## src/rtl/div64by32s_seq_if.sv

```systemverilog
// Handshake bundle for the 64/32 signed divider: operand request channel and result channel.
interface div64by32s_seq_if;
    logic        in_valid;
    logic        in_ready;
    logic [63:0] dividend;
    logic [31:0] divisor;
    logic        out_valid;
    logic        out_ready;
    logic [31:0] quotient;
    logic [31:0] remainder;
    logic        overflow;
    logic        div_by_zero;

    modport master (
        output in_valid, dividend, divisor, out_ready,
        input  in_ready, out_valid, quotient, remainder, overflow, div_by_zero
    );

    modport slave (
        input  in_valid, dividend, divisor, out_ready,
        output in_ready, out_valid, quotient, remainder, overflow, div_by_zero
    );
endinterface

```

## src/rtl/div64by32s_seq.sv

```systemverilog
// Radix-2 restoring signed divider: 64-bit dividend by 32-bit divisor, truncating toward zero,
// with saturated quotient on overflow and a fixed 65-cycle latency from accept to result.
module div64by32s_seq (
    input  logic               clk,
    input  logic               rst_n,
    div64by32s_seq_if.slave    bus
);

    typedef enum logic [1:0] {
        IDLE = 2'd0,
        CALC = 2'd1,
        FIX  = 2'd2,
        DONE = 2'd3
    } state_e;

    state_e      state_q, state_d;
    logic [5:0]  cnt_q, cnt_d;
    logic [63:0] work_q, work_d;
    logic [31:0] partRem_q, partRem_d;
    logic [31:0] absDivisor_q, absDivisor_d;
    logic [31:0] dividendLo_q, dividendLo_d;
    logic        signQuot_q, signQuot_d;
    logic        signRem_q, signRem_d;
    logic        divZero_q, divZero_d;
    logic [31:0] quotient_q, quotient_d;
    logic [31:0] remainder_q, remainder_d;
    logic        overflow_q, overflow_d;
    logic        dbzOut_q, dbzOut_d;

    logic [63:0] absDividendIn;
    logic [31:0] absDivisorIn;
    logic [32:0] remShift;
    logic        trialFits;
    logic [31:0] remMag;
    logic [31:0] remSigned;

    // work_q shifts the dividend magnitude out of its MSB while quotient bits enter at the LSB,
    // so after 64 iterations it holds the full 64-bit magnitude quotient.
    always_comb begin
        absDividendIn = bus.dividend[63] ? (~bus.dividend + 64'd1) : bus.dividend;
        absDivisorIn  = bus.divisor[31]  ? (~bus.divisor + 32'd1)  : bus.divisor;
        remShift      = {partRem_q, work_q[63]};
        trialFits     = (remShift >= {1'b0, absDivisor_q});
        remMag        = partRem_q;
        remSigned     = signRem_q ? (~remMag + 32'd1) : remMag;
    end

    always_comb begin
        state_d      = state_q;
        cnt_d        = cnt_q;
        work_d       = work_q;
        partRem_d    = partRem_q;
        absDivisor_d = absDivisor_q;
        dividendLo_d = dividendLo_q;
        signQuot_d   = signQuot_q;
        signRem_d    = signRem_q;
        divZero_d    = divZero_q;
        quotient_d   = quotient_q;
        remainder_d  = remainder_q;
        overflow_d   = overflow_q;
        dbzOut_d     = dbzOut_q;

        case (state_q)
            IDLE: begin
                if (bus.in_valid) begin
                    state_d      = CALC;
                    cnt_d        = 6'd0;
                    work_d       = absDividendIn;
                    partRem_d    = 32'd0;
                    absDivisor_d = absDivisorIn;
                    dividendLo_d = bus.dividend[31:0];
                    signQuot_d   = bus.dividend[63] ^ bus.divisor[31];
                    signRem_d    = bus.dividend[63];
                    divZero_d    = (bus.divisor == 32'd0);
                end
            end

            CALC: begin
                // The partial remainder stays below |divisor| <= 2^31, so the 32-bit difference is exact.
                if (trialFits) begin
                    partRem_d = remShift[31:0] - absDivisor_q;
                end else begin
                    partRem_d = remShift[31:0];
                end
                work_d = {work_q[62:0], trialFits};
                cnt_d  = cnt_q + 6'd1;
                if (cnt_q == 6'd63) begin
                    state_d = FIX;
                end
            end

            FIX: begin
                state_d = DONE;
                if (divZero_q) begin
                    quotient_d  = 32'hFFFF_FFFF;
                    remainder_d = dividendLo_q;
                    overflow_d  = 1'b0;
                    dbzOut_d    = 1'b1;
                end else begin
                    dbzOut_d    = 1'b0;
                    remainder_d = remSigned;
                    if (!signQuot_q && (work_q > 64'h0000_0000_7FFF_FFFF)) begin
                        quotient_d = 32'h7FFF_FFFF;
                        overflow_d = 1'b1;
                    end else if (signQuot_q && (work_q > 64'h0000_0000_8000_0000)) begin
                        quotient_d = 32'h8000_0000;
                        overflow_d = 1'b1;
                    end else begin
                        quotient_d = signQuot_q ? (~work_q[31:0] + 32'd1) : work_q[31:0];
                        overflow_d = 1'b0;
                    end
                end
            end

            DONE: begin
                if (bus.out_ready) begin
                    state_d = IDLE;
                end
            end

            default: begin
                state_d = IDLE;
            end
        endcase
    end

    always_ff @(posedge clk or negedge rst_n) begin
        if (!rst_n) begin
            state_q      <= IDLE;
            cnt_q        <= 6'd0;
            work_q       <= 64'd0;
            partRem_q    <= 32'd0;
            absDivisor_q <= 32'd0;
            dividendLo_q <= 32'd0;
            signQuot_q   <= 1'b0;
            signRem_q    <= 1'b0;
            divZero_q    <= 1'b0;
            quotient_q   <= 32'd0;
            remainder_q  <= 32'd0;
            overflow_q   <= 1'b0;
            dbzOut_q     <= 1'b0;
        end else begin
            state_q      <= state_d;
            cnt_q        <= cnt_d;
            work_q       <= work_d;
            partRem_q    <= partRem_d;
            absDivisor_q <= absDivisor_d;
            dividendLo_q <= dividendLo_d;
            signQuot_q   <= signQuot_d;
            signRem_q    <= signRem_d;
            divZero_q    <= divZero_d;
            quotient_q   <= quotient_d;
            remainder_q  <= remainder_d;
            overflow_q   <= overflow_d;
            dbzOut_q     <= dbzOut_d;
        end
    end

    assign bus.in_ready    = (state_q == IDLE);
    assign bus.out_valid   = (state_q == DONE);
    assign bus.quotient    = quotient_q;
    assign bus.remainder   = remainder_q;
    assign bus.overflow    = overflow_q;
    assign bus.div_by_zero = dbzOut_q;

endmodule

```

## src/flat_wrapper.sv

```systemverilog
// flat-port wrapper written by rule: the top's interface ports become plain ports
module div64by32s_seq_flat 
  (clk, rst_n, bus_in_valid, bus_dividend, bus_divisor, bus_out_ready, bus_in_ready, bus_out_valid, bus_quotient, bus_remainder, bus_overflow, bus_div_by_zero);
  div64by32s_seq_if bus_i ();
  input  logic clk;
  input  logic rst_n;
  input wire logic [$bits(bus_i.in_valid)-1:0] bus_in_valid;
  input wire logic [$bits(bus_i.dividend)-1:0] bus_dividend;
  input wire logic [$bits(bus_i.divisor)-1:0] bus_divisor;
  input wire logic [$bits(bus_i.out_ready)-1:0] bus_out_ready;
  output wire logic [$bits(bus_i.in_ready)-1:0] bus_in_ready;
  output wire logic [$bits(bus_i.out_valid)-1:0] bus_out_valid;
  output wire logic [$bits(bus_i.quotient)-1:0] bus_quotient;
  output wire logic [$bits(bus_i.remainder)-1:0] bus_remainder;
  output wire logic [$bits(bus_i.overflow)-1:0] bus_overflow;
  output wire logic [$bits(bus_i.div_by_zero)-1:0] bus_div_by_zero;
  assign bus_i.in_valid = bus_in_valid;
  assign bus_i.dividend = bus_dividend;
  assign bus_i.divisor = bus_divisor;
  assign bus_i.out_ready = bus_out_ready;
  assign bus_in_ready = bus_i.in_ready;
  assign bus_out_valid = bus_i.out_valid;
  assign bus_quotient = bus_i.quotient;
  assign bus_remainder = bus_i.remainder;
  assign bus_overflow = bus_i.overflow;
  assign bus_div_by_zero = bus_i.div_by_zero;
  div64by32s_seq u_core (.clk(clk), .rst_n(rst_n), .bus(bus_i));
endmodule
```

## config.mk

```make
export PLATFORM = sky130hd
export DESIGN_NAME = div64by32s_seq_flat
export DESIGN_NICKNAME = d
export VERILOG_FILES = /design/src/rtl/div64by32s_seq_if.sv /design/src/rtl/div64by32s_seq.sv /design/src/flat_wrapper.sv
export SDC_FILE = /design/constraint.sdc
export NUM_CORES = 1
export LEC_CHECK = 0
export CORE_MARGIN = 2
export CORE_UTILIZATION = 35
export CTS_CLUSTER_DIAMETER = 50
export DETAILED_ROUTE_END_ITERATION = 8
export PLACE_DENSITY = 0.51
export SKIP_LAST_GASP = 1
export SYNTH_ARGS = -nofsm -noshare
export SYNTH_HDL_FRONTEND = slang
export SYNTH_SLANG_ARGS = --single-unit
```

## constraint.sdc

```tcl
create_clock -name clk -period 4.1 [get_ports clk]
set_clock_uncertainty 0.1 [all_clocks]
set_input_delay 0.82 -clock clk [delete_from_list [all_inputs] [get_ports clk]]
set_output_delay 0.82 -clock clk [all_outputs]
set_load 0.01 [all_outputs]
```

=== Word level (Yosys, flattened, before mapping) ===
Cells that the tools add are included.

* Register bits: 237
* Input bits: 100
* Output and inout bits: 68
* Word-level logic and storage cells: 66

* $add $sub $neg: 6
* $lt $le $gt $ge: 3
* Equal/unequal tests: 7
* Multiplexer cells: 23
* Bitwise operators: 5
* Reductions and logical operators: 9

{| class="wikitable"
|+ Operator list
! kind !! count
|-
| $mux W32 || 9
|-
| $mux W64 || 2
|-
| $pmux W64 S2 || 1
|-
| $add A32 B1 Y32 const B || 3
|-
| $not A32 Y32 || 3
|-
| $add A64 B1 Y64 const B || 1
|-
| $gt A64 B31 Y1 const B || 1
|-
| $gt A64 B32 Y1 const B || 1
|-
| $not A64 Y64 || 1
|-
| $pmux W32 S2 || 1
|-
| $ge A33 B32 Y1 || 1
|-
| $logic_not A32 Y1 || 1
|-
| $sub A32 B32 Y32 || 1
|-
| $pmux W6 S2 || 1
|-
| $pmux W2 S4 || 1
|-
| $add A6 B1 Y6 const B || 1
|-
| $eq A6 B6 Y1 const B || 1
|-
| $mux W2 || 3
|-
| $mux W6 || 1
|-
| $eq A2 B2 Y1 const B || 2
|-
| $mux W1 || 4
|-
| $ne A2 B2 Y1 const B || 2
|-
| $reduce_and A2 Y1 || 2
|-
| $reduce_and A3 Y1 || 1
|-
| 7 further kinds || 8
|}

=== Logic depth before layout (Yosys ltp) ===
* Depth in word-level cells: 6
* Mapped depth: 13
* Depth with buffers taken out: 13

=== Worst setup path before layout ===
No wires, ideal clock.

* Kind: in2reg
* Start: in bus_dividend[20]
* End: reg u_core.work_q[49]
* Setup time: 0.126 ns
* Arrival time: 3.321 ns
* Data required time: 3.874 ns
* Slack: 0.553 ns
* Stages on the path: 8
* Path buffers: 0
* Path through: or4_4 or3_1 or4_4 or4_4 a21boi_4 nand2_2 xor2_1 a221o_1

* Longest elaborated chain between the ends: 5

{| class="wikitable"
|+ RTL lines
! what !! RTL line !! RTL
|-
| from (decl) || flat_wrapper.sv:8 || <nowiki>input wire logic [$bits(bus_i.dividend)-1:0] bus_dividend;</nowiki>
|-
| $not A64 Y64 || div64by32s_seq.sv:40 || <nowiki>absDividendIn = bus.dividend[63] ? (~bus.dividend + 64'd1) : bus.dividend;</nowiki>
|-
| $add A64 B1 Y64 || div64by32s_seq.sv:40 ||
|-
| $mux W64 || div64by32s_seq.sv:40 ||
|-
| $mux W64 || div64by32s_seq.sv:65 || <nowiki>if (bus.in_valid) begin</nowiki>
|-
| $pmux W64 S2 || div64by32s_seq.sv:63 || <nowiki>case (state_q)</nowiki>
|-
| to (signal assigned) || div64by32s_seq.sv:145 || <nowiki>work_q <= work_d;</nowiki>
|-
| to (decl) || div64by32s_seq.sv:18 || <nowiki>logic [63:0] work_q, work_d;</nowiki>
|}

Every way passes these cells. The select of a mux whose other input is x is not followed.
A chain may end at the register's enable or synchronous reset.

=== Worst setup path in the final report ===
* Start: in bus_dividend[44]
* End: reg u_core.work_q[52]

The elaborated chain is that of the path after synthesis.

==> flow_metrics.py <==
metrics = {
    "routing": {
        "vias": 12900,
        "detail_route.iter0.violations": 693,
        "wirelength_um": 44400,
        "ant_nets": 0,
        "drc": 0,
        "routed_via_density": 5.09,
        "drt-pass1-iter-count": 5,
        "avgRoutedWirePerCell_um": 17.6,
    },
    "floorplan": {
        "dieWidth_um": 213,
        "die-area_mm2": 0.0452,
        "fp.dieH_um": 213,
        "num_rows": 76,
        "core_mm2": 0.0431,
        "initial_core_util_pct": 35.4,
        "io_pins": 168,
    },
    "yosys": {
        "syn_nets": 1877,
        "synth_top_cell_by_area": "dfrtp_1",
        "synth_flop_cell": "dfrtp_1",
        "synth_edf_count": 0,
        "avgSynthCellArea_um2": 8.79,
        "synthCells": 1735,
        "postSynth.asyncResetShare_pct": 100,
        "ys_seq_area_share_pct": 38.9,
        "yosys-top-cells-area": "dfrtp_1 (39%), xor2_1 (7.2%), o21ai_0 (6.8%), nand2_1 (5.6%), mux2_2 (4.4%)",
        "syn-cell-area_mm2": 0.0152,
        "synth_cell_types": 67,
        "synth_top_area_share_pct": 38.9,
        "synth-seq-cells": 237,
        "yosys_warnings": 0,
    },
    "clock_tree": {
        "cts_tree": "yes",
        "clk_latency_ps": 540,
        "hold_buffers": 0,
        "clk_pin_slew_worst_paths_ps": 60,
        "numCtsBuffers": 35,
        "postCtsResizedCells": 0,
        "clock_path_buffers": 3,
        "cts_root_buffer": "clkbuf_16",
        "cts_sinks": 237,
        "postCtsSetupRepairBufs": 0,
        "h-tree-depth": 2,
    },
    "sta": {
        "relSlewSlack_pct": 27.6,
        "period_minus_slack_ps": 3660,
        "fin_setup_tns_ps": 0,
        "fin_crit_sh_pct": 89.2,
        "rsz0062_at_grt": "false",
        "holdWs_ps": 159,
        "worstMarginPinSlew_ps": 1080,
        "finalHoldViolCount": 0,
        "finalSetupViolCount": 0,
        "worst_slack_ps": 442,
        "drv_slew": 0,
        "fmax_ghz": 0.273,
    },
    "min_path": {
        "hp-class": "input port to async pin",
    },
    "setup_path": {
        "crit_type": "input port to flip-flop",
        "path_cells": "clkdlybuf4s50_1 -> or4_1 -> or3_1 -> nor4_2 -> nand2_1 -> o41ai_1 -> buf_4 -> xnor2_1 -> a221o_1",
        "cpPeakStageDelay_ps": 640,
        "cp.arrival_ps": 3970,
        "worstPathRequired_ps": 4420,
        "cp-end-kind": "flip-flop",
        "critPathTopFamily": "simple AND/OR/NAND/NOR gates",
        "worst-path-buf-inv": 2,
        "critPathLaunchType": "input port",
        "cp_max_fo": 4,
        "crit_slowest_cell": "o41ai_1",
    },
    "place": {
        "dp_slack_ps": -44.0,
        "gp_congestion": 0.900,
        "dp_hpwl_um": 34000,
        "io_buffers": 167,
    },
    "global_route": {
        "grt_antenna_before_repair": 0,
        "grt.met2_usage_pct": 32.2,
        "track_usage_pct": 19.9,
        "grt_max_degree": 85,
        "grt_pass1_wl_um": 71000,
        "globalRouteOverflowTotal": 0,
        "met3_usage_pct": 2.32,
        "top_usage_layer": "met2",
        "grtUsageMet1_pct": 27.5,
        "grt_pass1_vias": 12800,
    },
    "finish": {
        "nets": 2061,
        "fill_cells": 4310,
        "drive_gt1_share_pct": 11.3,
        "areaGrowthSynthToFinish_pct": 24.9,
        "final_common_cell": "dfrtp_1",
        "post-route-util_pct": 44.2,
        "final_cell_mix": "dfrtp_1 (236), nand2_1 (226), o21ai_0 (207)",
    },
    "power": {
        "leakage_nw": 7.89,
        "vdd_drop_max_v": 0.000264,
        "powerDensity_mw_per_mm2": 397,
    },
    "run_status": {
        "status": "finished, final reports clean",
    },
    "flow_run": {
        "max_cap_violations": 0,
    },
}
==> path summary, 6_finish.rpt <==
kind | slack, ps | cells after the start | end | from
min reg2reg | 380 | 2 | u_core.absDivisor_q[4] | u_core.absDivisor_q[4]
max in group asynchronous | 2940 | 2 | u_core.state_q[1] | rst_n
max | 440 | 9 | u_core.work_q[52] | bus_dividend[44]
min in group clk | 380 | 2 | u_core.absDivisor_q[4] | u_core.absDivisor_q[4]
min | 160 | 1 | u_core.dividendLo_q[6] | rst_n
max reg2reg | 650 | 13 | u_core.partRem_q[30] | u_core.work_q[63]
==> registers in the layout, summed over array words and instances (netlist names) <==
name / flops
u_core.dividendLo_q: 32
u_core.state_q: 2
u_core.work_q: 64
u_core.bus.div_by_zero: 1
u_core.bus.remainder: 32
u_core.bus.quotient: 32
u_core.signQuot_q: 1
u_core.cnt_q: 6
u_core.divZero_q: 1
u_core.signRem_q: 1
u_core.absDivisor_q: 32
u_core.bus.overflow: 1
u_core.partRem_q: 32
==> cells by family after synthesis <==
family                     after synthesis  share of synthesized area (%)
and+or+nand+nor                        531                           16.2
AOI/OAI and AO/OA                      484                           19.4
DFF                                    237                           38.9
xor gates and xnor gates               179                           10.3
buffers and inverters                  157                           4.30
muxes                                  105                           7.39
adders and majority gates               42                           3.50
==> worst reg2reg max path, cell delays in order (launching register included) <==
cell	delay [ps]
dfrtp_1	380
inv_1	220
ha_1	240
inv_1	70
fa_1	460
a21oi_1	250
o21ai_0	150
a31oi_1	250
o211ai_1	240
a211oi_1	400
o31ai_1	130
a21oi_1	190
xor2_1	170
o21ai_0	100
==> Yosys cell counts (3+ instances only) <==
cell and count:
dfrtp_1 237, nand2_1 227, o21ai_0 208, nor2_1 130, xor2_1 126, a21oi_1 87, clkbuf_1 78, inv_1 64
mux2_2 60, xnor2_1 53, mux2i_1 45, o31ai_1 42, ha_1 41, o22a_1 30, o41ai_1 28, o21ai_1 25
or4_1 23, nand3_1 22, nor4_1 22, nand4_1 17, nor3_1 17, or3_1 17, nand2b_1 10, a21o_1 9
and3_1 9, buf_1 9, or2_2 8, a211oi_1 6, nor2b_1 6, o22ai_1 6, a21boi_0 5, a31oi_1 5
a311oi_1 4, and2_1 4, o211ai_1 4, or4_4 4, a221o_1 3, clkbuf_8 3, o21bai_1 3, o31a_1 3
or2_1 3
==> layer usage <==
layer  wire length, µm  vias to the layer above  share of wire (%)
li1                  -                     6548                  -
met1             21400                     6047                 48
met2             20300                      209                 46
met3              1330                       56                3.0
met4              1370                        0                3.1
met5                 0                        -                  0
==> final cells by class <==
class	count	area, µm²	area share (%)
multi-input cells	1341	8700	45.7
flip-flops and latches	237	5930	31.1
repair buffers	239	2260	11.9
clock buffers	47	972	5.11
well taps	585	732	3.84
inverters	65	244	1.28
clock inverters	14	203	1.06
diodes	1	2.50	0.0131
==> power breakdown <==
group / internal, W / switching (W) / total (W) / leakage (nW)
Sequential: 0.00249 / 0.000276 / 0.00277 / 3.02
Clock: 0.00193 / 0.00113 / 0.00306 / 0.560
Combinational: 0.000787 / 0.000945 / 0.00173 / 4.31
Total: 0.00521 / 0.00235 / 0.00756 / 7.89
==> metrics by stage <==
step	instances	total power, W	area [µm²]
finish	2529	0.00756	19000
global route	2528	0.00797	19000
CTS	2528	0.00765	19000
detailed placement	2467	0.00454	17900
global placement	2467	0.00454	17900
floorplan	1735	0.00390	15200
Note: power is estimated with default switching activity, not from simulation.
